$ cat src/rtl/debounce_pkg.sv
// rtl/debounce_pkg.sv - shared defaults and width helper for the debouncer bank
package debounce_pkg;

  localparam int DEFAULT_CHANNELS    = 4;
  localparam int DEFAULT_STABLE_CNT  = 262143;
  localparam int DEFAULT_SYNC_STAGES = 2;
  localparam int DEFAULT_COUNT_W     = 18;
  localparam int DEFAULT_LONG_W      = 26;
  localparam int DEFAULT_LONG_CNT    = 0;

  // Bits needed to hold value; avoids 2**W overflow when checking wide counters.
  function automatic int bits_for(input longint unsigned value);
    int n;
    n = 1;
    for (int i = 1; i < 64; i++) begin
      if ((value >> i) != 0) n = i + 1;
    end
    return n;
  endfunction

endpackage

$ cat src/rtl/debounce_multi_if.sv
// rtl/debounce_multi_if.sv - raw input bank and debounced level/pulse outputs
interface debounce_multi_if #(
  parameter int CHANNELS = 4
);

  logic [CHANNELS-1:0] in;
  logic [CHANNELS-1:0] out;
  logic [CHANNELS-1:0] rise;
  logic [CHANNELS-1:0] fall;
  logic [CHANNELS-1:0] long_press;

  modport master (
    output in,
    input  out,
    input  rise,
    input  fall,
    input  long_press
  );

  modport slave (
    input  in,
    output out,
    output rise,
    output fall,
    output long_press
  );

endinterface

$ cat src/rtl/debounce_channel.sv
// rtl/debounce_channel.sv - one debounced channel: synchroniser, stability counter, edges, hold timer
module debounce_channel
  import debounce_pkg::*;
#(
  parameter int   COUNT_W     = DEFAULT_COUNT_W,
  parameter int   STABLE_CNT  = DEFAULT_STABLE_CNT,
  parameter int   SYNC_STAGES = DEFAULT_SYNC_STAGES,
  parameter int   LONG_W      = DEFAULT_LONG_W,
  parameter int   LONG_CNT    = DEFAULT_LONG_CNT,
  parameter logic INIT_LEVEL  = 1'b0
) (
  input  logic clock,
  input  logic reset_n,
  input  logic i_in,
  output logic o_out,
  output logic o_rise,
  output logic o_fall,
  output logic o_long_press
);

  localparam logic [COUNT_W-1:0]     STABLE_MAX = COUNT_W'(STABLE_CNT);
  localparam logic [SYNC_STAGES-1:0] SYNC_INIT  = {SYNC_STAGES{INIT_LEVEL}};

  logic [SYNC_STAGES-1:0] r_sync;
  logic                   r_cand;
  logic [COUNT_W-1:0]     r_cnt;
  logic                   r_out;
  logic                   r_rise;
  logic                   r_fall;

  logic w_s;
  logic w_commit;

  assign w_s      = r_sync[SYNC_STAGES-1];
  assign w_commit = (w_s == r_cand) && (r_cnt == STABLE_MAX) && (r_cand != r_out);

  always_ff @(posedge clock or negedge reset_n) begin
    if (!reset_n) begin
      r_sync <= SYNC_INIT;
      r_cand <= INIT_LEVEL;
      r_cnt  <= '0;
      r_out  <= INIT_LEVEL;
      r_rise <= 1'b0;
      r_fall <= 1'b0;
    end else begin
      r_sync <= {r_sync[SYNC_STAGES-2:0], i_in};
      // Any movement of the synchronised level restarts qualification.
      if (w_s != r_cand) begin
        r_cand <= w_s;
        r_cnt  <= '0;
      end else if (r_cnt < STABLE_MAX) begin
        r_cnt <= r_cnt + 1'b1;
      end
      if (w_commit) begin
        r_out <= r_cand;
      end
      r_rise <= w_commit & r_cand;
      r_fall <= w_commit & ~r_cand;
    end
  end

  assign o_out  = r_out;
  assign o_rise = r_rise;
  assign o_fall = r_fall;

  if (LONG_CNT > 0) begin : g_long
    localparam logic [LONG_W-1:0] LONG_MAX  = LONG_W'(LONG_CNT);
    localparam logic [LONG_W-1:0] LONG_LAST = LONG_W'(LONG_CNT - 1);

    logic [LONG_W-1:0] r_hcnt;
    logic              r_long;

    // hcnt is 0 in the rise cycle and counts while out stays high; the pulse
    // lands LONG_CNT cycles after rise, and is dropped if out falls that cycle.
    always_ff @(posedge clock or negedge reset_n) begin
      if (!reset_n) begin
        r_hcnt <= '0;
        r_long <= 1'b0;
      end else begin
        if (!r_out) begin
          r_hcnt <= '0;
        end else if (r_hcnt < LONG_MAX) begin
          r_hcnt <= r_hcnt + 1'b1;
        end
        r_long <= r_out && !w_commit && (r_hcnt == LONG_LAST);
      end
    end

    assign o_long_press = r_long;
  end else begin : g_no_long
    assign o_long_press = 1'b0;
  end

endmodule

$ cat src/rtl/debounce_multi.sv
// rtl/debounce_multi.sv - bank of independent switch debouncers sharing one clock
module debounce_multi
  import debounce_pkg::*;
#(
  parameter int                 CHANNELS    = DEFAULT_CHANNELS,
  parameter int                 COUNT_W     = DEFAULT_COUNT_W,
  parameter int                 STABLE_CNT  = DEFAULT_STABLE_CNT,
  parameter int                 SYNC_STAGES = DEFAULT_SYNC_STAGES,
  parameter logic [CHANNELS-1:0] INIT_LEVEL = '0,
  parameter int                 LONG_W      = DEFAULT_LONG_W,
  parameter int                 LONG_CNT    = DEFAULT_LONG_CNT
) (
  input  logic            clock,
  input  logic            reset_n,
  debounce_multi_if.slave bus
);

  if (CHANNELS < 1) begin : g_bad_channels
    $error("debounce_multi: CHANNELS must be at least 1");
  end
  if (SYNC_STAGES < 2) begin : g_bad_sync
    $error("debounce_multi: SYNC_STAGES must be at least 2");
  end
  if (STABLE_CNT < 1 || bits_for(longint'(STABLE_CNT)) > COUNT_W) begin : g_bad_stable
    $error("debounce_multi: STABLE_CNT must be >= 1 and fit in COUNT_W bits");
  end
  if (LONG_CNT < 0 || (LONG_CNT > 0 && bits_for(longint'(LONG_CNT)) > LONG_W)) begin : g_bad_long
    $error("debounce_multi: LONG_CNT must be >= 0 and fit in LONG_W bits");
  end

  logic [CHANNELS-1:0] w_out;
  logic [CHANNELS-1:0] w_rise;
  logic [CHANNELS-1:0] w_fall;
  logic [CHANNELS-1:0] w_long;

  for (genvar g = 0; g < CHANNELS; g++) begin : g_ch
    debounce_channel #(
      .COUNT_W     (COUNT_W),
      .STABLE_CNT  (STABLE_CNT),
      .SYNC_STAGES (SYNC_STAGES),
      .LONG_W      (LONG_W),
      .LONG_CNT    (LONG_CNT),
      .INIT_LEVEL  (INIT_LEVEL[g])
    ) u_channel (
      .clock        (clock),
      .reset_n      (reset_n),
      .i_in         (bus.in[g]),
      .o_out        (w_out[g]),
      .o_rise       (w_rise[g]),
      .o_fall       (w_fall[g]),
      .o_long_press (w_long[g])
    );
  end

  assign bus.out        = w_out;
  assign bus.rise       = w_rise;
  assign bus.fall       = w_fall;
  assign bus.long_press = w_long;

endmodule

$ cat src/flat_wrapper.sv
// flat-port wrapper written by rule: the top's interface ports become plain ports
module debounce_multi_flat import debounce_pkg::*;
#(
  parameter int                 CHANNELS    = DEFAULT_CHANNELS,
  parameter int                 COUNT_W     = DEFAULT_COUNT_W,
  parameter int                 STABLE_CNT  = DEFAULT_STABLE_CNT,
  parameter int                 SYNC_STAGES = DEFAULT_SYNC_STAGES,
  parameter logic [CHANNELS-1:0] INIT_LEVEL = '0,
  parameter int                 LONG_W      = DEFAULT_LONG_W,
  parameter int                 LONG_CNT    = DEFAULT_LONG_CNT
)
  (clock, reset_n, bus_in, bus_out, bus_rise, bus_fall, bus_long_press);
  debounce_multi_if #(.CHANNELS(CHANNELS)) bus_i ();
  input  logic clock;
  input  logic reset_n;
  input wire logic [$bits(bus_i.in)-1:0] bus_in;
  output wire logic [$bits(bus_i.out)-1:0] bus_out;
  output wire logic [$bits(bus_i.rise)-1:0] bus_rise;
  output wire logic [$bits(bus_i.fall)-1:0] bus_fall;
  output wire logic [$bits(bus_i.long_press)-1:0] bus_long_press;
  assign bus_i.in = bus_in;
  assign bus_out = bus_i.out;
  assign bus_rise = bus_i.rise;
  assign bus_fall = bus_i.fall;
  assign bus_long_press = bus_i.long_press;
  debounce_multi #(.CHANNELS(CHANNELS), .COUNT_W(COUNT_W), .STABLE_CNT(STABLE_CNT), .SYNC_STAGES(SYNC_STAGES), .INIT_LEVEL(INIT_LEVEL), .LONG_W(LONG_W), .LONG_CNT(LONG_CNT)) u_core (.clock(clock), .reset_n(reset_n), .bus(bus_i));
endmodule
$ cat config.mk
export PLATFORM = sky130hd
export DESIGN_NAME = debounce_multi_flat
export DESIGN_NICKNAME = d
export VERILOG_FILES = /design/src/rtl/debounce_pkg.sv /design/src/rtl/debounce_multi_if.sv /design/src/rtl/debounce_channel.sv /design/src/rtl/debounce_multi.sv /design/src/flat_wrapper.sv
export SDC_FILE = /design/constraint.sdc
export NUM_CORES = 1
export LEC_CHECK = 0
export CAP_MARGIN = 10
export CORE_UTILIZATION = 55
export DETAILED_ROUTE_END_ITERATION = 8
export HOLD_SLACK_MARGIN = 0.06
export MAX_ROUTING_LAYER = met4
export PLACE_DENSITY = 0.73
export SLEW_MARGIN = 40
export SYNTH_ARGS = -nofsm -noshare
export SYNTH_HDL_FRONTEND = slang
export SYNTH_SLANG_ARGS = --single-unit
$ cat constraint.sdc
create_clock -name clock -period 5.3 [get_ports clock]
set_input_delay 1.06 -clock clock [delete_from_list [all_inputs] [get_ports clock]]
set_output_delay 1.06 -clock clock [all_outputs]
set_load 0.05 [all_outputs]
Word level (Yosys, flattened, before mapping)
Cells that the tools add are included.
{ "word_totals": {"regBits": 96, "input_bits": 6, "output_inout_bits": 16, "word_cells": 80} }
{ "op_classes": {"n_addsub": 4, "order_cmp": 4, "n_eq_ne": 16, "muxes": 8, "n_bitwise": 12, "n_reduce_logical": 12} }
{ "ops": {"columns": ["operator", "count"], "rows": [
  ["$mux W18", 8],
  ["$add A18 B1 Y18 const B", 4],
  ["$eq A18 B18 Y1 const B", 4],
  ["$lt A18 B18 Y1 const B", 4],
  ["$and A1 B1 Y1", 8],
  ["$logic_and A1 B1 Y1", 8],
  ["$ne A1 B1 Y1", 8],
  ["$reduce_bool A2 Y1", 4],
  ["$eq A1 B1 Y1", 4],
  ["$not A1 Y1", 4]
]} }

Logic depth before layout (Yosys ltp)
Gate-level depths: netlist of run 1.
{ "logic_depth": {"depth_word": 4, "ltp_mapped": 6, "depth_no_buf": 5} }

Cells and area by module
A second synthesis of run 1 with hierarchy kept.
{ "unflattened": {"hier_cells": 480, "area_unflattened_um2": 4664.5} }
{ "by_module_without_submodules": {"columns": ["module", "instances", "cells_each", "area_per_inst_um2", "seq_area_each_um2"], "rows": [
  ["debounce_channel", 4, 120, 1166.1, 600.6]
]} }

Worst setup path after synthesis of run 1
OpenSTA, ideal clock, no wires.
{ "synth_path": {"path_type": "register to register", "start": "register u_core.g_ch[0].u_channel.r_cnt[7]", "end": "register u_core.g_ch[0].u_channel.r_cnt[15]", "setup_time_ns": 0.078, "arrival_ns": 1.689, "t_required_ns": 5.222, "path_slack_ns": 3.533, "path_stages_with_launch": 5, "path_buffers": 0, "period_less_slack_ns": 1.767, "cell_sequence": "dfrtp_1 nand3_2 or4_4 or4_1 a21oi_1"} }
{ "synth_via": {"elab_chain_len": 3, "elab_cells_between_ends": 5, "cone_classes": "add/sub (1); order compare (1); mux (2); reduce/logical (1)"} }
{ "synth_rtl": {"columns": ["element", "line_no", "rtl"], "rows": [
  ["start: declaration", "debounce_channel.sv:26", "logic [COUNT_W-1:0] r_cnt;"],
  ["start signal: assignment", "debounce_channel.sv:52", "r_cnt <= r_cnt + 1'b1;"],
  ["$add A18 B1 Y18", "debounce_channel.sv:52", null],
  ["$mux W18", "debounce_channel.sv:51", "end else if (r_cnt < STABLE_MAX) begin"],
  ["$mux W18", "debounce_channel.sv:48", "if (w_s != r_cand) begin"]
]} }
Parallel ways exist; a longest one is shown, timed or not. The select of a mux whose other input is x is not followed.
A chain may end at the register's enable or synchronous reset.

Worst setup path after layout of run 1
{ "layout_path": {"start": "register u_core.g_ch[2].u_channel.r_out", "end": "output port bus_out[2]"} }
{ "layout_rtl": {"columns": ["element", "line_no", "rtl"], "rows": [
  ["start: declaration", "debounce_channel.sv:27", "logic r_out;"],
  ["start signal: assignment", "debounce_channel.sv:55", "r_out <= r_cand;"],
  ["end: declaration", "flat_wrapper.sv:17", "output wire logic [$bits(bus_i.out)-1:0] bus_out;"]
]} }
No word-level cell between the ends.

==> results.py, run 1 <==
metrics = {
    "synthesis": {
        "syn_inst": 522,
        "ys.warnings.count": 0,
        "synthTopCellsByArea": "dfrtp_1, a21oi_1, nand3_1",
        "synth-edff-count": 0,
        "synth_top_area_frac": 0.484,
        "syn_area_um2": 4960,
        "yosysSeqAreaShare": 0.484,
        "synthArstFlopShare": 1.00,
        "avgSynthCellArea_um2": 9.51,
        "yosysUniqueCellTypes": 49,
        "yosysTopAreaCell": "dfrtp_1",
        "synth_ff_type": "dfrtp_1",
        "synth_seq_cells": 96,
    },
    "clock_tree": {
        "cts_sinks": 96,
        "clockBufferDepth": 2,
        "cts_setup_buffers": 0,
        "cts_hold_buf": 0,
        "htreeDepth": 3,
        "cts_tree": "yes",
        "clock_latency_ns": 0.36,
        "cts_buffers": 9,
        "cts-root-buf": "clkbuf_8",
        "cts_resized": 0,
        "clk_pin_slew_ns": 0.10,
    },
    "timing": {
        "fmax_ghz": 0.375,
        "layout_min_cycle_time_ns": 2.66,
        "finalHoldViolCount": 0,
        "rsz0062_at_grt": "false",
        "slew_headroom": 0.459,
        "skew_ns": 0.0100,
        "fin_tns_setup_ns": 0,
        "min_period_over_period": 0.503,
        "tightest_slew_ns": 0.805,
        "drv_slew": 0,
        "fin_ws_ns": 2.64,
        "finalSetupViolCount": 0,
    },
    "grt": {
        "grtUsageTotal": 0.238,
        "first_global_vias": 3840,
        "overflow": 0,
        "antenna_found_initial": 0,
        "grt_pass1_wl_mm": 17.9,
        "grt_max_degree": 54,
    },
    "job": {
        "drv_cap": 0,
    },
    "routing": {
        "via_per_inst": 6.38,
        "drt_iter0_drc": 188,
        "drc": 0,
        "wl_per_cell_um": 16.1,
        "wirelength_mm": 10.2,
        "ant_nets": 0,
        "dr.pass1.iters": 4,
        "num_vias": 4045,
    },
    "placed_design": {
        "dp.cells": 618,
        "hpwl_mm": 7.10,
        "dp_slack_ns": 3.02,
        "gp_congestion": 0.817,
        "port_buffers": 17,
    },
    "layout": {
        "drive_gt1_frac": 0.0722,
        "final_util": 0.617,
        "multi_input_comb_area_um2": 2420,
        "n_antenna_cell": 0,
        "fin_cells": 634,
        "regArea_um2": 2400,
        "fillCellCount": 741,
        "syn_to_final_growth_pct": 8.47,
        "final_nets": 531,
    },
    "critical_path": {
        "critPathLaunchType": "flip-flop",
        "critPathKind": "reg2out",
        "cp_slowest_stage_delay_ns": 0.83,
        "cp.required_ns": 4.24,
        "crit_chain": "clkdlybuf4s50_1",
        "critical-path-top-delay-family": "buffers and inverters",
        "worstPathMaxFanout": 5,
        "cp.arrival_ns": 1.60,
        "crit_path_end_kind": "output port",
        "r2r_slack_ns": 3.18,
        "crit_slowest_cell": "clkdlybuf4s50_1",
        "critical_path_buf_inv_count": 1,
    },
    "run_status": {
        "status": "completed",
    },
    "power_and_ir_drop": {
        "powerDensity_nw_per_um2": 254,
        "power_mw": 1.37,
        "switchingPower_mw": 0.354,
        "p_leak_nw": 2.06,
        "sw_frac_of_total": 0.259,
        "power.share.clock": 0.371,
        "power_frac_comb": 0.063,
        "p_int_mw": 1.01,
        "irDropWorstVdd_mv": 0.153,
        "power_frac_seq": 0.566,
    },
    "floorplan": {
        "die_h_um": 97.0,
        "io_pins": 22,
        "rows": 34,
        "fp.dieW_um": 97.0,
        "die-area_um2": 9410,
        "initial_core_util": 0.569,
        "coreArea_um2": 8720,
    },
    "worst_hold_path": {
        "hp-class": "reg2reg",
    },
}
[synth_stat cells (5+ instances only)]
cell type,count
dfrtp_1,96
nand2_1,48
a21oi_1,39
nand3_1,38
o21ai_0,31
nor3_1,26
nor2_1,22
clkbuf_1,17
buf_4,16
or4_1,16
nand4_1,15
a31oi_1,13
o31ai_1,12
a211oi_1,10
and3_1,9
nand2b_1,9
mux2i_1,8
o41ai_1,8
or3_1,8
and4_1,7
inv_1,6
and2_1,5
nor4_1,5
o211ai_1,5
xor2_1,5
[layout make-up]
type / instances / share of cell area
flip-flops and latches: 96 / 0.446
repair buffers: 20 / 0.0353
well taps: 108 / 0.0251
clock buffers: 10 / 0.0256
inverters: 6 / 0.00418
multi-input cells: 388 / 0.450
clock inverters: 6 / 0.0139
[power groups by stage]
stage	logic (mW)	registers (mW)	clock network, mW
CTS	0.0876	0.775	0.522
finish	0.0860	0.775	0.508
global placement	0.0843	0.787	0
global route	0.0996	0.779	0.548
floorplan	0.0602	0.782	0
detailed placement	0.0876	0.789	0
[stage by stage]
| stage | hold WS (ns) | cell area [um^2] |
|---|---|---|
| final | 0.357 | 5380 |
| after global routing | 0.360 | 5380 |
| after CTS | 0.358 | 5370 |
| after detailed placement | 0.336 | 5150 |
| after global placement | 0.333 | 5110 |
| after floorplan | 0.331 | 4970 |
[registers in the layout (all words and copies together), names as in the netlist]
| name | count |
|---|---|
| u_core.g_ch.u_channel.o_fall | 4 |
| u_core.g_ch.u_channel.o_out | 4 |
| u_core.g_ch.u_channel.o_rise | 4 |
| u_core.g_ch.u_channel.r_cand | 4 |
| u_core.g_ch.u_channel.r_cnt | 72 |
| u_core.g_ch.u_channel.r_sync | 8 |
[cells in the final DEF, fill, tap and decap left out, drive strengths merged, types with 5 or more instances in the layout]
master / instances
mux2i: 8
nor2: 22
a31oi: 13
nand2: 49
or3: 8
or4: 17
o41ai: 8
clkdlybuf4s50: 16
nor4: 6
o31ai: 12
clkbuf: 10
o211ai: 5
nand2b: 9
xor2: 5
and4: 7
nand3: 39
o21ai: 31
a21oi: 39
nor3: 26
and2: 5
and3: 9
inv: 8
nand4: 16
dfrtp: 96
a211oi: 10
[path summary, 6_finish.rpt]
path / startpoint / cells past startpoint / endpoint
max in group asynchronous: reset_n / 2 / u_core.g_ch[1].u_channel.r_cnt[14]$_DFFE_PN0P_
min in group asynchronous: reset_n / 1 / u_core.g_ch[3].u_channel.r_cnt[7]$_DFFE_PN0P_
setup reg to reg: u_core.g_ch[2].u_channel.r_cnt[0]$_DFFE_PN0P_ / 5 / u_core.g_ch[2].u_channel.o_fall$_DFF_PN0_
hold / removal: u_core.g_ch[1].u_channel.r_sync[0]$_DFF_PN0_ / 0 / u_core.g_ch[1].u_channel.r_sync[1]$_DFF_PN0_
setup / recovery: u_core.g_ch[2].u_channel.o_out$_DFFE_PN0P_ / 1 / bus_out[2]
hold reg to reg: u_core.g_ch[1].u_channel.r_sync[0]$_DFF_PN0_ / 0 / u_core.g_ch[1].u_channel.r_sync[1]$_DFF_PN0_
[cell families after synthesis]
group           Yosys count  synth area share
compound gates          136             0.175
xor+xnor                  9            0.0159
fa+ha+maj                 4            0.0101
buf+inv                  41            0.0436
flops                    96             0.484
mux                       8            0.0161
other cells               1          0.000756
simple gates            227             0.254
[per-layer routing]
layer  vias up  part of all wire  global-route usage
met5         -                 0                   -
met4         0             0.017              0.0873
met3        19             0.027              0.0311
met2        66              0.47               0.376
met1      1982              0.48               0.316
li1       1978                 -                   -
Power figures use the tool's default switching activity.
==> run 2: changes to the inputs <==
--- a/config.mk
+++ b/config.mk
@@ -10,7 +10,7 @@
 export DETAILED_ROUTE_END_ITERATION = 8
 export HOLD_SLACK_MARGIN = 0.06
 export MAX_ROUTING_LAYER = met4
-export PLACE_DENSITY = 0.73
+export PLACE_DENSITY = 0.76
 export SLEW_MARGIN = 40
 export SYNTH_ARGS = -nofsm -noshare
 export SYNTH_HDL_FRONTEND = slang
==> constraint.sdc (replaced) <==
create_clock -name clock -period 2.2 [get_ports clock]
set_input_delay 0.44 -clock clock [delete_from_list [all_inputs] [get_ports clock]]
set_output_delay 0.44 -clock clock [all_outputs]
set_load 0.05 [all_outputs]
==> run 2 against run 1 <==
Sequential share of layout area decreased by 0.27 points. Wire length shrank 0.68%. Worst hold slack got worse by 0.0014 ns. First-iteration DRC count down 15%. Sequential cell count unchanged. Cell count increased by 2.2%. Register-to-register slack lost 2.9 ns. Combinational power grew to 2.7 times the previous value. Worst setup slack lost 2.5 ns. Clock skew is 0.00092 ns higher. Clock power increased by 110%. Count of clock-buffer cells in the layout up 1. Critical path type unchanged. Critical endpoint is now bus_out[3]. Largest cell class is now registers.
==> results.py, run 2 (synthesis results as in run 1) <==
metrics = {
    "layout": {
        "reg_top3": "u_core.g_ch.u_channel.r_cnt x72, u_core.g_ch.u_channel.r_sync x8",
        "largest_reg_flops": 72,
        "syn_to_final_growth_pct": 9.13,
        "fillCellCount": 712,
        "n_antenna_cell": 0,
        "final_cell_mix": "dfrtp_1, nand2_1, a21oi_1",
        "final_util": 0.621,
        "final_common_cell": "dfrtp_1",
        "drive_gt1_frac": 0.0815,
        "regMostFlops": "u_core.g_ch.u_channel.r_cnt",
        "final_nets": 547,
    },
    "grt": {
        "antenna_found_initial": 0,
        "first_global_vias": 3940,
        "grtUsageTotal": 0.232,
        "grt_max_degree": 44,
        "overflow": 0,
        "grt_pass1_wl_mm": 17.5,
    },
    "placed_design": {
        "port_buffers": 17,
        "gp_congestion": 0.925,
        "hpwl_mm": 7.07,
    },
    "clock_tree": {
        "clk_pin_slew_ns": 0.09,
        "cts_tree": "yes",
        "cts-root-buf": "clkbuf_8",
        "cts_sinks": 96,
        "clock_latency_ns": 0.35,
        "clockBufferDepth": 2,
        "htreeDepth": 3,
        "cts_buffers": 9,
    },
    "timing": {
        "skew_ns": 0.0110,
        "fmax_ghz": 0.483,
        "drv_slew": 0,
        "slew_headroom": 0.539,
        "finalHoldViolCount": 0,
        "rsz0062_at_grt": "false",
        "tightest_slew_ns": 0.687,
        "layout_min_cycle_time_ns": 2.07,
        "min_period_over_period": 0.940,
        "fin_tns_setup_ns": 0,
        "finalSetupViolCount": 0,
    },
    "routing": {
        "wirelength_mm": 10.2,
        "via_per_inst": 6.40,
        "dr.pass1.iters": 4,
        "wl_per_cell_um": 15.7,
        "num_vias": 4148,
        "ant_nets": 0,
        "drc": 0,
        "drt_iter0_drc": 160,
    },
    "job": {
        "drv_cap": 0,
    },
    "floorplan": {
        "die_h_um": 97.0,
        "coreArea_um2": 8720,
        "io_pins": 22,
        "fp.dieW_um": 97.0,
        "rows": 34,
        "initial_core_util": 0.569,
        "die-area_um2": 9410,
    },
    "run_status": {
        "status": "completed",
    },
    "critical_path": {
        "cp_slowest_stage_delay_ns": 0.84,
        "critPathLaunchType": "flip-flop",
        "cp.required_ns": 1.76,
        "critical_path_buf_inv_count": 1,
        "worstPathMaxFanout": 5,
        "cp.arrival_ns": 1.63,
        "crit_chain": "clkdlybuf4s50_1",
        "critPathKind": "reg2out",
        "critical-path-top-delay-family": "buffers and inverters",
        "crit_path_end_kind": "output port",
        "crit_slowest_cell": "clkdlybuf4s50_1",
    },
    "power_and_ir_drop": {
        "powerDensity_nw_per_um2": 581,
        "irDropWorstVdd_mv": 0.381,
        "power_frac_comb": 0.074,
        "sw_frac_of_total": 0.253,
        "power.share.clock": 0.334,
        "p_leak_nw": 2.10,
        "switchingPower_mw": 0.797,
        "p_int_mw": 2.35,
        "power_frac_seq": 0.593,
    },
    "worst_hold_path": {
        "hp-class": "reg2reg",
    },
}
[run 2: cell types whose count changed in the layout (fill, tap and decap cells not counted), sizes merged]
| cell | delta |
|---|---|
| buf | +15 |
| clkinv | +1 |
| dlygate4sd3 | +1 |
| clkinvlp | -1 |
| bufinv | -1 |
| inv | -2 |
| clkbuf | +1 |
[run 2: metrics by stage]
step | total power [mW] | hold WS (ns) | setup slack (ns) | area (um^2) | instances
2_1_floorplan | 2.03 | 0.144 | 0.433 | 4970 | 525
3_3_place_gp | 2.12 | 0.335 | 0.366 | 5230 | 633
3_5_place_dp | 2.13 | 0.336 | 0.288 | 5230 | 633
4_1_cts | 3.18 | 0.358 | 0.117 | 5410 | 648
5_1_grt | 3.28 | 0.359 | 0.0658 | 5420 | 648
6_report | 3.15 | 0.355 | 0.132 | 5420 | 648
[run 2: cell type report]
class                           count  area, um^2  share of cell area
Sequential cell                    96        2400               0.444
Multi-Input combinational cell    388        2360               0.436
Timing Repair Buffer               36         325              0.0601
Clock buffer                       11         151              0.0280
Tap cell                          108         135              0.0249
Inverter                            6        22.5             0.00416
Clock inverter                      3        18.8             0.00347
[run 2: metal layers]
layer | vias up | track usage | routed length (um) | share of wire
li1 | 2013 | - | - | -
met1 | 2008 | 0.315 | 4730 | 0.47
met2 | 109 | 0.355 | 4840 | 0.48
met3 | 18 | 0.0275 | 438 | 0.043
met4 | 0 | 0.0964 | 155 | 0.015
met5 | - | - | 0 | 0
[run 2: repair_timing]
action	CTS	global route
endpoints found under the hold margin	28	0
endpoints found under the setup margin	0	0
setup buffers	0	0
resized for setup	0	0
hold buffers	1	0
[run 2: worst paths after layout]
path                                                                     from                                        endpoint  slack (ns)  cells past startpoint
worst max-delay path               u_core.g_ch[3].u_channel.o_out$_DFFE_PN0P_                                      bus_out[3]        0.13                      1
worst min-delay path             u_core.g_ch[3].u_channel.r_sync[0]$_DFF_PN0_    u_core.g_ch[3].u_channel.r_sync[1]$_DFF_PN0_        0.36                      0
min in group asynchronous                                             reset_n   u_core.g_ch[0].u_channel.r_cnt[4]$_DFFE_PN0P_        0.56                      2
worst min register to register   u_core.g_ch[3].u_channel.r_sync[0]$_DFF_PN0_    u_core.g_ch[3].u_channel.r_sync[1]$_DFF_PN0_        0.36                      0
worst max register to register  u_core.g_ch[1].u_channel.r_cnt[0]$_DFFE_PN0P_  u_core.g_ch[1].u_channel.r_cnt[14]$_DFFE_PN0P_        0.25                      5
max in group asynchronous                                             reset_n  u_core.g_ch[0].u_channel.r_cnt[10]$_DFFE_PN0P_        0.97                      3
[run 2: power by group through the flow]
stage	logic (mW)	clock network (mW)	registers [mW]
floorplan	0.145	0	1.88
global placement	0.225	0	1.89
detailed placement	0.234	0	1.90
CTS	0.236	1.08	1.86
global route	0.264	1.15	1.87
finish	0.233	1.05	1.86
